**config.mk**
```make
export PLATFORM = sky130hd
export DESIGN_NAME = ea_peripherie
export DESIGN_NICKNAME = d
export VERILOG_FILES = /design/src/rtl/ea_peripherie.sv
export SDC_FILE = /design/constraint.sdc
export NUM_CORES = 1
export LEC_CHECK = 0
export ABC_AREA = 1
export CORE_MARGIN = 5
export CORE_UTILIZATION = 42
export CTS_CLUSTER_SIZE = 12
export DETAILED_ROUTE_END_ITERATION = 16
export PLACE_DENSITY = 0.75
export SLEW_MARGIN = 20
export SYNTH_ARGS = -nofsm -noshare
export SYNTH_HDL_FRONTEND = slang
export SYNTH_SLANG_ARGS = --single-unit
```
**constraint.sdc**
```tcl
create_clock -name Clock -period 2.6 [get_ports Clock]
set_input_delay 0.52 -clock Clock [delete_from_list [all_inputs] [get_ports Clock]]
set_output_delay 0.52 -clock Clock [all_outputs]
set_load 0.02 [all_outputs]
```
**src/rtl/ea_peripherie.sv**
```systemverilog
// ----------------------------------------------------------------------------
// ea_peripherie
// Memory-mapped I/O responder for the upper half of the CPU data address space
// (Adresse[31]=1). Speaks the same level-request / done-pulse handshake as the
// data RAM and data cache, so the top level can simply steer done/read-data
// from here whenever Adresse[31] is set.
//
// Registers (Adresse[2:0]):
//   0 LED       RW, LEDBREITE bits, zero-extended on read
//   1 Zaehler   RW, free-running cycle counter (a write loads it, no increment)
//   2 Vergleich RW, compare value for Zaehler
//   3 Status    bit0 Treffer (sticky, write-1-to-clear), bit1 Freigabe (RW)
//   4..7        read 0, writes ignored but acknowledged
//
// Ports:
//   Clock, Reset            system clock, asynchronous active-low reset
//   LesenAn, SchreibenAn    read / write request levels, held until done
//   Adresse, DatenRein      word address and write data
//   DatenRaus               read data, valid while DatenBereit is high
//   DatenBereit             one-cycle read-done pulse
//   DatenGeschrieben        one-cycle write-done pulse
//   Led                     LED register contents
//   Unterbrechung           Treffer AND Freigabe
// ----------------------------------------------------------------------------
module ea_peripherie #(
  parameter int LATENZ    = 1,
  parameter int LEDBREITE = 8
) (
  input  logic                 Clock,
  input  logic                 Reset,
  input  logic                 LesenAn,
  input  logic                 SchreibenAn,
  input  logic [31:0]          Adresse,
  input  logic [31:0]          DatenRein,
  output logic [31:0]          DatenRaus,
  output logic                 DatenBereit,
  output logic                 DatenGeschrieben,
  output logic [LEDBREITE-1:0] Led,
  output logic                 Unterbrechung
);

  localparam logic [1:0] LEERLAUF = 2'd0;
  localparam logic [1:0] WARTEN   = 2'd1;
  localparam logic [1:0] FERTIG   = 2'd2;
  localparam logic [1:0] SPERRE   = 2'd3;

  logic [1:0]           state_r;
  logic [1:0]           stateNext_s;
  logic [3:0]           warte_r;
  logic [3:0]           warteNext_s;
  logic [2:0]           addr_r;
  logic [31:0]          wdata_r;
  logic                 isWrite_r;
  logic                 latch_s;
  logic                 commit_s;

  logic [LEDBREITE-1:0] led_r;
  logic [31:0]          zaehler_r;
  logic [31:0]          vergleich_r;
  logic                 treffer_r;
  logic                 freigabe_r;
  logic                 unterbrechung_r;
  logic [31:0]          datenRaus_r;
  logic                 datenBereit_r;
  logic                 datenGeschrieben_r;

  logic                 reqActive_s;
  logic [2:0]           selAddr_s;
  logic [31:0]          selData_s;
  logic                 selWrite_s;
  logic                 wrEn_s;
  logic                 rdEn_s;
  logic [31:0]          ledExt_s;
  logic [31:0]          readMux_s;
  logic [31:0]          zaehlerNext_s;
  logic                 trefferNext_s;
  logic                 freigabeNext_s;
  logic                 unusedBits_s;

  // Only the block select and the register index are decoded.
  assign unusedBits_s = &{1'b0, Adresse[30:3]};

  assign reqActive_s = (LesenAn | SchreibenAn) & Adresse[31];

  // Handshake state machine: decides next state, wait count and commit edge.
  always_comb begin
    stateNext_s = state_r;
    warteNext_s = warte_r;
    latch_s     = 1'b0;
    commit_s    = 1'b0;
    case (state_r)
      LEERLAUF: begin
        if (reqActive_s) begin
          latch_s = 1'b1;
          if (LATENZ == 32'sd0) begin
            stateNext_s = FERTIG;
            commit_s    = 1'b1;
          end else begin
            stateNext_s = WARTEN;
            warteNext_s = 4'(LATENZ);
          end
        end else begin
          stateNext_s = LEERLAUF;
        end
      end
      WARTEN: begin
        // A dropped request aborts even on the last wait cycle.
        if (!reqActive_s) begin
          stateNext_s = LEERLAUF;
        end else if (warte_r == 4'd1) begin
          stateNext_s = FERTIG;
          commit_s    = 1'b1;
        end else begin
          warteNext_s = warte_r - 4'd1;
        end
      end
      FERTIG: begin
        stateNext_s = SPERRE;
      end
      SPERRE: begin
        // Hold off until the initiator lets go, so a held request is served once.
        if (!LesenAn && !SchreibenAn) begin
          stateNext_s = LEERLAUF;
        end else begin
          stateNext_s = SPERRE;
        end
      end
      default: begin
        stateNext_s = LEERLAUF;
      end
    endcase
  end

  // With zero latency the commit happens on the accept edge, so use live inputs.
  always_comb begin
    if (state_r == LEERLAUF) begin
      selAddr_s  = Adresse[2:0];
      selData_s  = DatenRein;
      selWrite_s = SchreibenAn;
    end else begin
      selAddr_s  = addr_r;
      selData_s  = wdata_r;
      selWrite_s = isWrite_r;
    end
  end

  assign wrEn_s = commit_s & selWrite_s;
  assign rdEn_s = commit_s & ~selWrite_s;

  // Zero-extend the LED register to the bus width.
  always_comb begin
    ledExt_s                  = 32'd0;
    ledExt_s[LEDBREITE-1:0]   = led_r;
  end

  // Read data selection by register index.
  always_comb begin
    case (selAddr_s)
      3'd0:    readMux_s = ledExt_s;
      3'd1:    readMux_s = zaehler_r;
      3'd2:    readMux_s = vergleich_r;
      3'd3:    readMux_s = {30'd0, freigabe_r, treffer_r};
      default: readMux_s = 32'd0;
    endcase
  end

  // Next values of counter and status; a match set beats a same-edge clear.
  always_comb begin
    if (wrEn_s && (selAddr_s == 3'd1)) begin
      zaehlerNext_s = selData_s;
    end else begin
      zaehlerNext_s = zaehler_r + 32'd1;
    end
    if (zaehler_r == vergleich_r) begin
      trefferNext_s = 1'b1;
    end else if (wrEn_s && (selAddr_s == 3'd3) && selData_s[0]) begin
      trefferNext_s = 1'b0;
    end else begin
      trefferNext_s = treffer_r;
    end
    if (wrEn_s && (selAddr_s == 3'd3)) begin
      freigabeNext_s = selData_s[1];
    end else begin
      freigabeNext_s = freigabe_r;
    end
  end

  // Handshake state, wait counter and latched request fields.
  always_ff @(posedge Clock or negedge Reset) begin
    if (!Reset) begin
      state_r   <= LEERLAUF;
      warte_r   <= 4'd0;
      addr_r    <= 3'd0;
      wdata_r   <= 32'd0;
      isWrite_r <= 1'b0;
    end else begin
      state_r <= stateNext_s;
      warte_r <= warteNext_s;
      if (latch_s) begin
        addr_r    <= Adresse[2:0];
        wdata_r   <= DatenRein;
        isWrite_r <= SchreibenAn;
      end else begin
        addr_r    <= addr_r;
        wdata_r   <= wdata_r;
        isWrite_r <= isWrite_r;
      end
    end
  end

  // Peripheral registers; the interrupt is registered from the next-state values.
  always_ff @(posedge Clock or negedge Reset) begin
    if (!Reset) begin
      led_r           <= '0;
      zaehler_r       <= 32'd0;
      vergleich_r     <= 32'hFFFF_FFFF;
      treffer_r       <= 1'b0;
      freigabe_r      <= 1'b0;
      unterbrechung_r <= 1'b0;
    end else begin
      zaehler_r       <= zaehlerNext_s;
      treffer_r       <= trefferNext_s;
      freigabe_r      <= freigabeNext_s;
      unterbrechung_r <= trefferNext_s & freigabeNext_s;
      if (wrEn_s && (selAddr_s == 3'd0)) begin
        led_r <= selData_s[LEDBREITE-1:0];
      end else begin
        led_r <= led_r;
      end
      if (wrEn_s && (selAddr_s == 3'd2)) begin
        vergleich_r <= selData_s;
      end else begin
        vergleich_r <= vergleich_r;
      end
    end
  end

  // Done pulses and read data; read data holds its value outside the done cycle.
  always_ff @(posedge Clock or negedge Reset) begin
    if (!Reset) begin
      datenRaus_r        <= 32'd0;
      datenBereit_r      <= 1'b0;
      datenGeschrieben_r <= 1'b0;
    end else begin
      datenBereit_r      <= rdEn_s;
      datenGeschrieben_r <= wrEn_s;
      if (rdEn_s) begin
        datenRaus_r <= readMux_s;
      end else begin
        datenRaus_r <= datenRaus_r;
      end
    end
  end

  assign DatenRaus        = datenRaus_r;
  assign DatenBereit      = datenBereit_r;
  assign DatenGeschrieben = datenGeschrieben_r;
  assign Led              = led_r;
  assign Unterbrechung    = unterbrechung_r;

endmodule

```
Word level (Yosys, flattened, before mapping)
Cells that the tools add are included.
- bitwise gates (word level): 6
- reductions and logical operators: 12
- add/subtract/negate cells: 2
- mux-type cells: 22
- equal/unequal tests: 12
- operator list (operator ; number):
    32-bit one-hot mux with 4 select lines ; 1
    32-bit 2-to-1 mux ; 2
    32-bit by 1-bit adder with 32-bit output, second input constant ; 1
    32-bit == test ; 1
    4-bit 2-to-1 mux ; 3
    1-bit 2-to-1 mux ; 10
    2-bit one-hot mux with 4 select lines ; 1
    4-bit one-hot mux with 2 select lines ; 1
    3-bit by 2-bit == test with 1-bit output, second input constant ; 2
    1-bit logical AND ; 6
    2-bit 2-to-1 mux ; 3
    2-bit inequality test, second input constant ; 3
    1-bit AND ; 4
    2-bit == test, second input constant ; 2
    4-bit by 1-bit == test with 1-bit output, second input constant ; 1
    4-bit AND reduction ; 1
    4-bit by 1-bit subtractor with 4-bit output, second input constant ; 1
    3-bit by 1-bit == test with 1-bit output, second input constant ; 1
    3-bit logical NOT ; 1
    3-bit 2-to-1 mux ; 1
    3-bit inequality test, second input constant ; 1
    2-bit by 1-bit == test with 1-bit output, second input constant ; 1
    1-bit logical NOT ; 2
    2-bit logical NOT ; 1
    3 further kinds ; 3
- bits of input ports: 68
- word-level logic and storage cells: 68
- register bits after elaboration: 151
- output and inout bits: 43

Longest topological paths before layout
Gate-level depths: netlist of run 1.
- depth after elaboration: 10
- gate-level depth with buffers: 11
- gate-level depth less buffers: 11

Worst setup path before layout of run 1
No wires, ideal clock.
- kind: input-to-reg
- from: input port SchreibenAn
- to: register led_r[2], in the netlist Led[2]
- data required time: 2.466 ns
- path buffers: 1
- setup slack: 0.934 ns
- library setup time: 0.134 ns
- arrival: 1.532 ns
- stages: 8
- path through: inv_1 -> nand2_1 -> nand2_1 -> nor3_1 -> nand2_1 -> nor2_2 -> buf_4 -> a21oi_1
- longest elaborated chain between the ends: 6
- elaborated cells on any way between the ends: 7
- those cells by class: mux: 3; bitwise: 3; reduce/logical: 1
- RTL lines (item ; RTL line ; source):
    start: declaration ; 32 ; input logic SchreibenAn,
    1-bit OR ; 83 ; assign reqActive_s = (LesenAn | SchreibenAn) & Adresse[31];
    1-bit AND ; 83 ;
    1-bit 2-to-1 mux ; 108 ; if (!reqActive_s) begin
    1-bit 2-to-1 mux ; 91 ; case (state_r)
    1-bit AND * ; 147 ; assign wrEn_s = commit_s & selWrite_s;
    1-bit logical AND * ; 225 ; if (wrEn_s && (selAddr_s == 3'd0)) begin
    end signal: assignment ; 226 ; led_r <= selData_s[LEDBREITE-1:0];
    end signal: assignment ; 228 ; led_r <= led_r;
    end: declaration ; 57 ; logic [LEDBREITE-1:0] led_r;
Mark *: on every way between the ends. The rest lies on a longest branch, timed or not.
A chain may end at the register's enable or synchronous reset.

Worst setup path in the final report of run 1
- from: register state_r[1]
- to: register zaehler_r[8]
- longest elaborated chain between the ends: 5
- elaborated cells on any way between the ends: 10
- those cells by class: eq/ne: 2; mux: 5; bitwise: 1; reduce/logical: 2
- RTL lines (item ; RTL line ; source):
    start: declaration ; 47 ; logic [1:0] state_r;
    start signal: assignment ; 197 ; state_r <= stateNext_s;
    2-bit logical NOT or 2-bit by 1-bit == test with 1-bit output (tied branches) ; 136, 91 ;
    3-bit 2-to-1 mux (tied with other cells) ; 136 ; if (state_r == LEERLAUF) begin
    3-bit by 1-bit == test with 1-bit output or 1-bit AND (tied branches) ; 169, 147 ;
    1-bit logical AND ; 169 ; if (wrEn_s && (selAddr_s == 3'd1)) begin
    32-bit 2-to-1 mux * ; 169 ;
    net zaehlerNext_s[8] ; 75 ; logic [31:0] zaehlerNext_s;
    end signal: assignment ; 221 ; zaehler_r <= zaehlerNext_s;
    end: declaration ; 58 ; logic [31:0] zaehler_r;
Mark *: on every way through the listed nets, which the timed path passes. The rest lies on a longest branch.

==> summary.json, run 1 <==
{
  "outcome": "complete, no violations",
  "critPathSlowestCell": "sky130_fd_sc_hd__dfrtp_1",
  "syn-cell-area_um2": 8068,
  "synthTopCellsByCount": "sky130_fd_sc_hd__nand2_1 (461), sky130_fd_sc_hd__inv_1 (135), sky130_fd_sc_hd__dfrtp_1 (119), sky130_fd_sc_hd__o21ai_0 (107), sky130_fd_sc_hd__nor2_1 (94)",
  "final_net_count": 1285,
  "mappedNetlistNets": 1201,
  "dieArea_um2": 22080,
  "postCtsSetupRepairBufs": 0,
  "finalCriticalPeriod_ns": 2.169,
  "tritoncts": "yes",
  "slew_viol_final": 0,
  "crit_path_cells": "nor2_4 > nand2_1 > nand2_4 > nand3_4 > inv_2 > nand2_2 > buf_4 > o21ai_0 > o21ai_0",
  "grt_start_max_net_pins": 66,
  "clock_sink_count": 151,
  "grt_first_pass_wirelength_mm": 35.54,
  "ant_nets": 0,
  "gr-total-overflow": 0,
  "r2r-start": "state_r[1]",
  "layout-drive-gt1-share_pct": 8.802,
  "detail_route.drc_violations": 0,
  "crit_path_max_fanout": 27,
  "insertion_delay_ns": 0.44,
  "ctsResizeCount": 0,
  "area_growth_pct": 22.58,
  "end_kind": "flop",
  "grt.total_usage_pct": 20.30,
  "worst_r2r_endpoint": "zaehler_r[8]",
  "finalHoldViolations": 0,
  "grt_setup_unrepaired": "false",
  "yosys_most_used_dff": "sky130_fd_sc_hd__dfrtp_1",
  "crit_required_ns": 2.86,
  "place.detailed.hpwl_mm": 16.33,
  "layer_carrying_the_most_global_route_usage": "met2",
  "coreArea_um2": 18830,
  "cp_common_cell": "sky130_fd_sc_hd__o21ai_0",
  "worst_ir_drop_vdd_mv": 0.5387,
  "syn-instance-count": 1130,
  "die_width_um": 148.6,
  "fmax_mhz": 461.0,
  "final-instance-count-excl-fill": 1487,
  "finalWirelength_mm": 21.73,
  "use_met3_pct": 3.352,
  "yosysWarningCount": 0,
  "path_delay_family": "simple AND/OR/NAND/NOR gates",
  "cts-buffers-inserted": 17,
  "drt-pass1-iter-count": 5,
  "cellPowerDensity_nw_per_um2": 1083,
  "total_power_mw": 10.71,
  "r2r_slack_ns": 0.43,
  "portion_of_synthesized_cell_area_occupied_by_the_leading_cell_type_pct": 36.91,
  "setup_failing_eps_final": 0,
  "pre_cts_setup_slack_ns": 0.2014,
  "routedWlPerCell_um": 14.61,
  "vias": 7341,
  "vertical_extent_of_the_die_um": 148.6,
  "timing.hold.worst.class": "in2async",
  "global_routing_usage_on_met2_pct": 32.28,
  "asyncSetResetFlopFracSynth_pct": 100.0,
  "synth_area_per_cell_um2": 7.140,
  "max-slew-margin-rel_pct": 48.65,
  "diodes": 0,
  "worstPathBufferInverterCount": 2,
  "fp-row-count": 50,
  "cts_clock_pin_slew_for_the_worst_setup_and_hold_paths_ns": 0.06,
  "synthTopCellsByArea": "sky130_fd_sc_hd__dfrtp_1 (37%), sky130_fd_sc_hd__nand2_1 (21%), sky130_fd_sc_hd__dfstp_2 (10%), sky130_fd_sc_hd__o21ai_0 (6.6%), sky130_fd_sc_hd__inv_1 (6.3%)",
  "via_density_per_instance": 4.937,
  "start_util_pct": 42.84,
  "detail_route.iter0.violations": 667,
  "groute.layer.met1.usage_pct": 28.28,
  "synth.most_common_cell": "sky130_fd_sc_hd__nand2_1",
  "max-clock-path-buffers": 2,
  "top_level_ports": 111,
  "cts_hold_repair.buffers": 0,
  "arrival_ns": 2.43,
  "replace_congestion": 0.9512,
  "fin_tns_setup_ns": 0,
  "tightestPinTransition_ns": 0.7623,
  "synth.largest_area_cell": "sky130_fd_sc_hd__dfrtp_1",
  "dp.cells": 1455,
  "power.static_leakage_nw": 4.843,
  "synth-seq-area-share_pct": 47.33,
  "synth_seq_cells": 151,
  "first_global_vias": 7000,
  "crit_path_max_incr_delay_ns": 0.43,
  "cts.htree.levels": 4,
  "final_critical_path_setup_slack_ns": 0.4308,
  "antenna_found_initial": 0,
  "ys_types": 29,
  "timing.max_cap.violations": 0,
  "reg2reg_depth": 9,
  "finalClockSkew_ns": 0.01053,
  "number_of_buffers_added_on_ports": 82,
  "synth-edff-count": 0,
  "timing.setup.critical_path_class": "reg2reg",
  "critPathLaunchType": "flop",
  "clock-root-buffer": "sky130_fd_sc_hd__clkbuf_16",
  "layout_worst_path_cycle_share_pct": 83.43
}
==> cells in the final DEF, fill, tap and decap left out, drive strengths merged, types with 2 or more instances in the layout <==
cell,instances
nand2,464
inv,143
o21ai,125
dfrtp,119
nor2,98
clkdlybuf4s50,81
nand3,34
dfstp,32
o22ai,22
buf,21
clkbuf,19
a21oi,19
nor3,12
xor2,10
xnor2,8
nand4,5
bufinv,4
clkinv,4
ha,3
clkinvlp,2
==> worst max path at each step <==
stage	startpoint	endpoint	slack (ns)	cells past startpoint
after detailed placement	Adresse[31]	vergleich_r[6]	0.20	10
after CTS	state_r[1]	zaehler_r[8]	0.48	9
after global routing	state_r[1]	zaehler_r[8]	0.29	9
after global placement	Adresse[31]	vergleich_r[13]	0.25	10
after floorplan	SchreibenAn	Led[2]	0.93	8
final	state_r[1]	zaehler_r[8]	0.43	9
==> registers in the layout, indices dropped and copies added, names as in the netlist <==
signal and count:
state_r 2, DatenGeschrieben 1, DatenRaus 32, Led 8, treffer_r 1, freigabe_r 1
Unterbrechung 1, wdata_r 32, addr_r 3, zaehler_r 32, warte_r 4, DatenBereit 1
isWrite_r 1, vergleich_r 32
==> cell type report <==
type | count | area, um2
Fill cell | 1790 | 8941
Sequential cell | 151 | 3819
Multi-Input combinational cell | 802 | 3540
Timing Repair Buffer | 102 | 1035
Inverter | 140 | 525.5
Clock buffer | 19 | 452.9
Tap cell | 260 | 325.3
Clock inverter | 13 | 192.7
==> metal layers <==
layer	routed length [um]	share of wire, %
met1	10100	46
met2	9948	46
met3	1188	5.5
met4	497	2.3
met5	0	0
==> power by group <==
part	switching, mW	internal [mW]	total (mW)
logic	2.69	1.45	4.14
registers	0.628	3.24	3.87
clock network	1.04	1.67	2.71
==> cell families (layout without fill, tap and decap cells) <==
family          after synthesis  after routing  synth area share [%]
simple gates                613            613                 30.21
buf+inv                     177            274                 8.793
flops                       151            151                 47.33
fa+ha+maj                     3              3                0.4653
compound gates              168            168                 11.24
xor+xnor                     18             18                 1.954
==> worst register-to-register path, cell delays in order (launching register included) <==
cell and delay, ns:
sky130_fd_sc_hd__dfrtp_1 0.43, sky130_fd_sc_hd__nor2_4 0.34, sky130_fd_sc_hd__nand2_1 0.19, sky130_fd_sc_hd__nand2_4 0.15, sky130_fd_sc_hd__nand3_4 0.08, sky130_fd_sc_hd__inv_2 0.17
sky130_fd_sc_hd__nand2_2 0.13, sky130_fd_sc_hd__buf_4 0.25, sky130_fd_sc_hd__o21ai_0 0.11, sky130_fd_sc_hd__o21ai_0 0.15
==> metrics by stage <==
stage / hold slack, ns / instance area, um2 / util (%)
after global routing: 0.1242 / 9889 / 52.52
after detailed placement: 0.4642 / 9244 / 49.09
after CTS: 0.1020 / 9889 / 52.52
after floorplan: 0.2244 / 8068 / -
final: 0.06653 / 9889 / 52.52
after global placement: 0.4608 / 9244 / 49.09
(Power assumes the default switching activity.)
==> run 2, diff against run 1 <==
--- a/config.mk
+++ b/config.mk
@@ -10,7 +10,7 @@
 export CORE_UTILIZATION = 42
 export CTS_CLUSTER_SIZE = 12
 export DETAILED_ROUTE_END_ITERATION = 16
-export PLACE_DENSITY = 0.75
+export PLACE_DENSITY = 0.77
 export SLEW_MARGIN = 20
 export SYNTH_ARGS = -nofsm -noshare
 export SYNTH_HDL_FRONTEND = slang
==> constraint.sdc (replaced) <==
create_clock -name Clock -period 1.8 [get_ports Clock]
set_input_delay 0.36 -clock Clock [delete_from_list [all_inputs] [get_ports Clock]]
set_output_delay 0.36 -clock Clock [all_outputs]
set_load 0.02 [all_outputs]
==> summary.json, run 2 (synthesis gave the netlist of run 1 again) <==
{
  "cts.htree.levels": 4,
  "mostFrequentLayoutCell": "sky130_fd_sc_hd__nand2_1",
  "grt_setup_unrepaired": "true",
  "final_net_count": 1340,
  "die_width_um": 148.6,
  "setup_failing_eps_final": 0,
  "place.detailed.hpwl_mm": 17.07,
  "replace_congestion": 0.9682,
  "detail_route.drc_violations": 0,
  "first_global_vias": 7283,
  "crit_required_ns": 2.16,
  "routedWlPerCell_um": 15.18,
  "tritoncts": "yes",
  "power.static_leakage_nw": 5.259,
  "place_area_um2": 9689,
  "top_level_ports": 111,
  "vias": 7731,
  "pwr-share-comb_pct": 43.0,
  "dp.cells": 1501,
  "power_switching_mw": 6.612,
  "crit_path_cells": "nor2_2 > nand2_1 > nor3_2 > nand2_2 > nor2_8 > buf_12 > nor2_1 > a21oi_2",
  "cellPowerDensity_nw_per_um2": 1545,
  "crit_path_max_fanout": 12,
  "via_density_per_instance": 5.014,
  "slew_viol_final": 0,
  "gr-total-overflow": 0,
  "max-slew-margin-rel_pct": 68.33,
  "max-clock-path-buffers": 2,
  "end_kind": "flop",
  "finalWirelength_mm": 23.40,
  "timing.hold.worst.class": "in2async",
  "start_util_pct": 42.84,
  "finalInstanceArea_um2": 10560,
  "timing.setup.critical_path_class": "reg2reg",
  "layout-drive-gt1-share_pct": 14.59,
  "fp-row-count": 50,
  "dieArea_um2": 22080,
  "grt.total_usage_pct": 21.36,
  "outcome": "complete, no violations",
  "detail_route.iter0.violations": 674,
  "layout_worst_path_cycle_share_pct": 98.75,
  "finalClockSkew_ns": 0.01133,
  "finalHoldViolations": 0,
  "cts-buffers-inserted": 17,
  "cts_clock_pin_slew_for_the_worst_setup_and_hold_paths_ns": 0.06,
  "coreArea_um2": 18830,
  "final-instance-count-excl-fill": 1542,
  "drt-pass1-iter-count": 6,
  "area_growth_pct": 30.86,
  "most_used_cells_in_the_layout_excluding_fill_and_tap_cells": "sky130_fd_sc_hd__nand2_1 (455), sky130_fd_sc_hd__inv_1 (134), sky130_fd_sc_hd__dfrtp_1 (117), sky130_fd_sc_hd__o21ai_0 (106), sky130_fd_sc_hd__nor2_1 (90)",
  "finalCriticalPeriod_ns": 1.777,
  "critPathSlowestCell": "sky130_fd_sc_hd__dfrtp_2",
  "critPathLaunchType": "flop",
  "diodes": 0,
  "clock-root-buffer": "sky130_fd_sc_hd__clkbuf_16",
  "tightestPinTransition_ns": 0.4701,
  "grt_start_max_net_pins": 55,
  "worst_ir_drop_vdd_mv": 0.7360,
  "internal-power_mw": 9.698,
  "insertion_delay_ns": 0.43,
  "vertical_extent_of_the_die_um": 148.6,
  "number_of_buffers_added_on_ports": 82,
  "antenna_found_initial": 0,
  "fmax_mhz": 562.6,
  "arrival_ns": 2.14,
  "power_frac_seq_pct": 34.5,
  "ant_nets": 0,
  "crit_path_max_incr_delay_ns": 0.45,
  "grt_first_pass_wirelength_mm": 37.14,
  "total_power_mw": 16.31,
  "switching_portion_of_total_power_pct": 40.54,
  "clock_sink_count": 151,
  "timing.max_cap.violations": 0,
  "clkPwrFrac_pct": 22.5
}
-- run 2: worst max-delay path: cells and delay by family (launching register included) --
kind / cells / cell delay [ns]
buf+inv: 1 / 0.17
simple gates: 6 / 0.96
flops: 1 / 0.45
compound gates: 1 / 0.12
-- run 2: power by group through the flow --
stage                     Clock [mW]  Combinational, mW  Sequential [mW]
after detailed placement           0               6.64             5.64
after global placement             0               6.49             5.58
final                           3.67               7.01             5.63
after floorplan                    0               3.48             5.80
after global routing            3.88               7.71             5.80
after CTS                       3.73               6.74             5.59
-- run 2: timing repair --
action	in CTS	in global routing
pin swaps	5	9
resized for setup	14	34
cloned	0	2
setup buffers	2	4
setup endpoints to repair	56	107
endpoints found under the hold margin	14	0
hold buffers	1	0
-- run 2: layout make-up --
cell class,count,area [um2]
fillers,1708,8273
flip-flops and latches,151,3821
multi-input cells,802,3670
repair buffers,157,1614
inverters,140,529.3
clock buffers,21,450.4
well taps,260,325.3
clock inverters,11,147.6
-- run 2: metal layers --
metal / wire, um / up-vias / global-route usage (%)
li1: - / 3788 / -
met1: 10190 / 3612 / 28.87
met2: 10990 / 290 / 34.87
met3: 1624 / 41 / 3.534
met4: 598 / 0 / 7.436
met5: 0 / - / 0
-- run 2: worst paths after layout --
kind	startpoint	endpoint	slack [ns]	cells past startpoint
max	state_r[1]	vergleich_r[7]	0.02	8
max reg2reg	state_r[1]	vergleich_r[7]	0.02	8
min reg2reg	DatenRaus[0]	DatenRaus[0]	0.47	2
max in group asynchronous	Reset	state_r[0]	0.75	3
min	Reset	zaehler_r[6]	0.36	2
min in group Clock	DatenRaus[0]	DatenRaus[0]	0.47	2
-- run 2: through the flow --
step           util [%]  TNS [ns]  hold WS [ns]  setup WS (ns)
2_1_floorplan         -         0       0.06441         0.1803
3_3_place_gp      51.46    -24.09        0.2405        -0.3251
3_5_place_dp      51.46    -28.16        0.2404        -0.3722
4_1_cts           54.88  -0.03502        0.3569      -0.009020
5_1_grt           56.07    -3.061        0.3705       -0.09695
6_report          56.07         0        0.3562        0.02257
==> run 3, diff against run 2 <==
--- a/config.mk
+++ b/config.mk
@@ -6,9 +6,10 @@
 export NUM_CORES = 1
 export LEC_CHECK = 0
 export ABC_AREA = 1
+export CAP_MARGIN = 0
 export CORE_MARGIN = 5
 export CORE_UTILIZATION = 42
-export CTS_CLUSTER_SIZE = 12
+export CTS_CLUSTER_SIZE = 24
 export DETAILED_ROUTE_END_ITERATION = 16
 export PLACE_DENSITY = 0.77
 export SLEW_MARGIN = 20
==> results of run 3 <==
No change in the layout: final DEF, timing and power equal those of run 2.
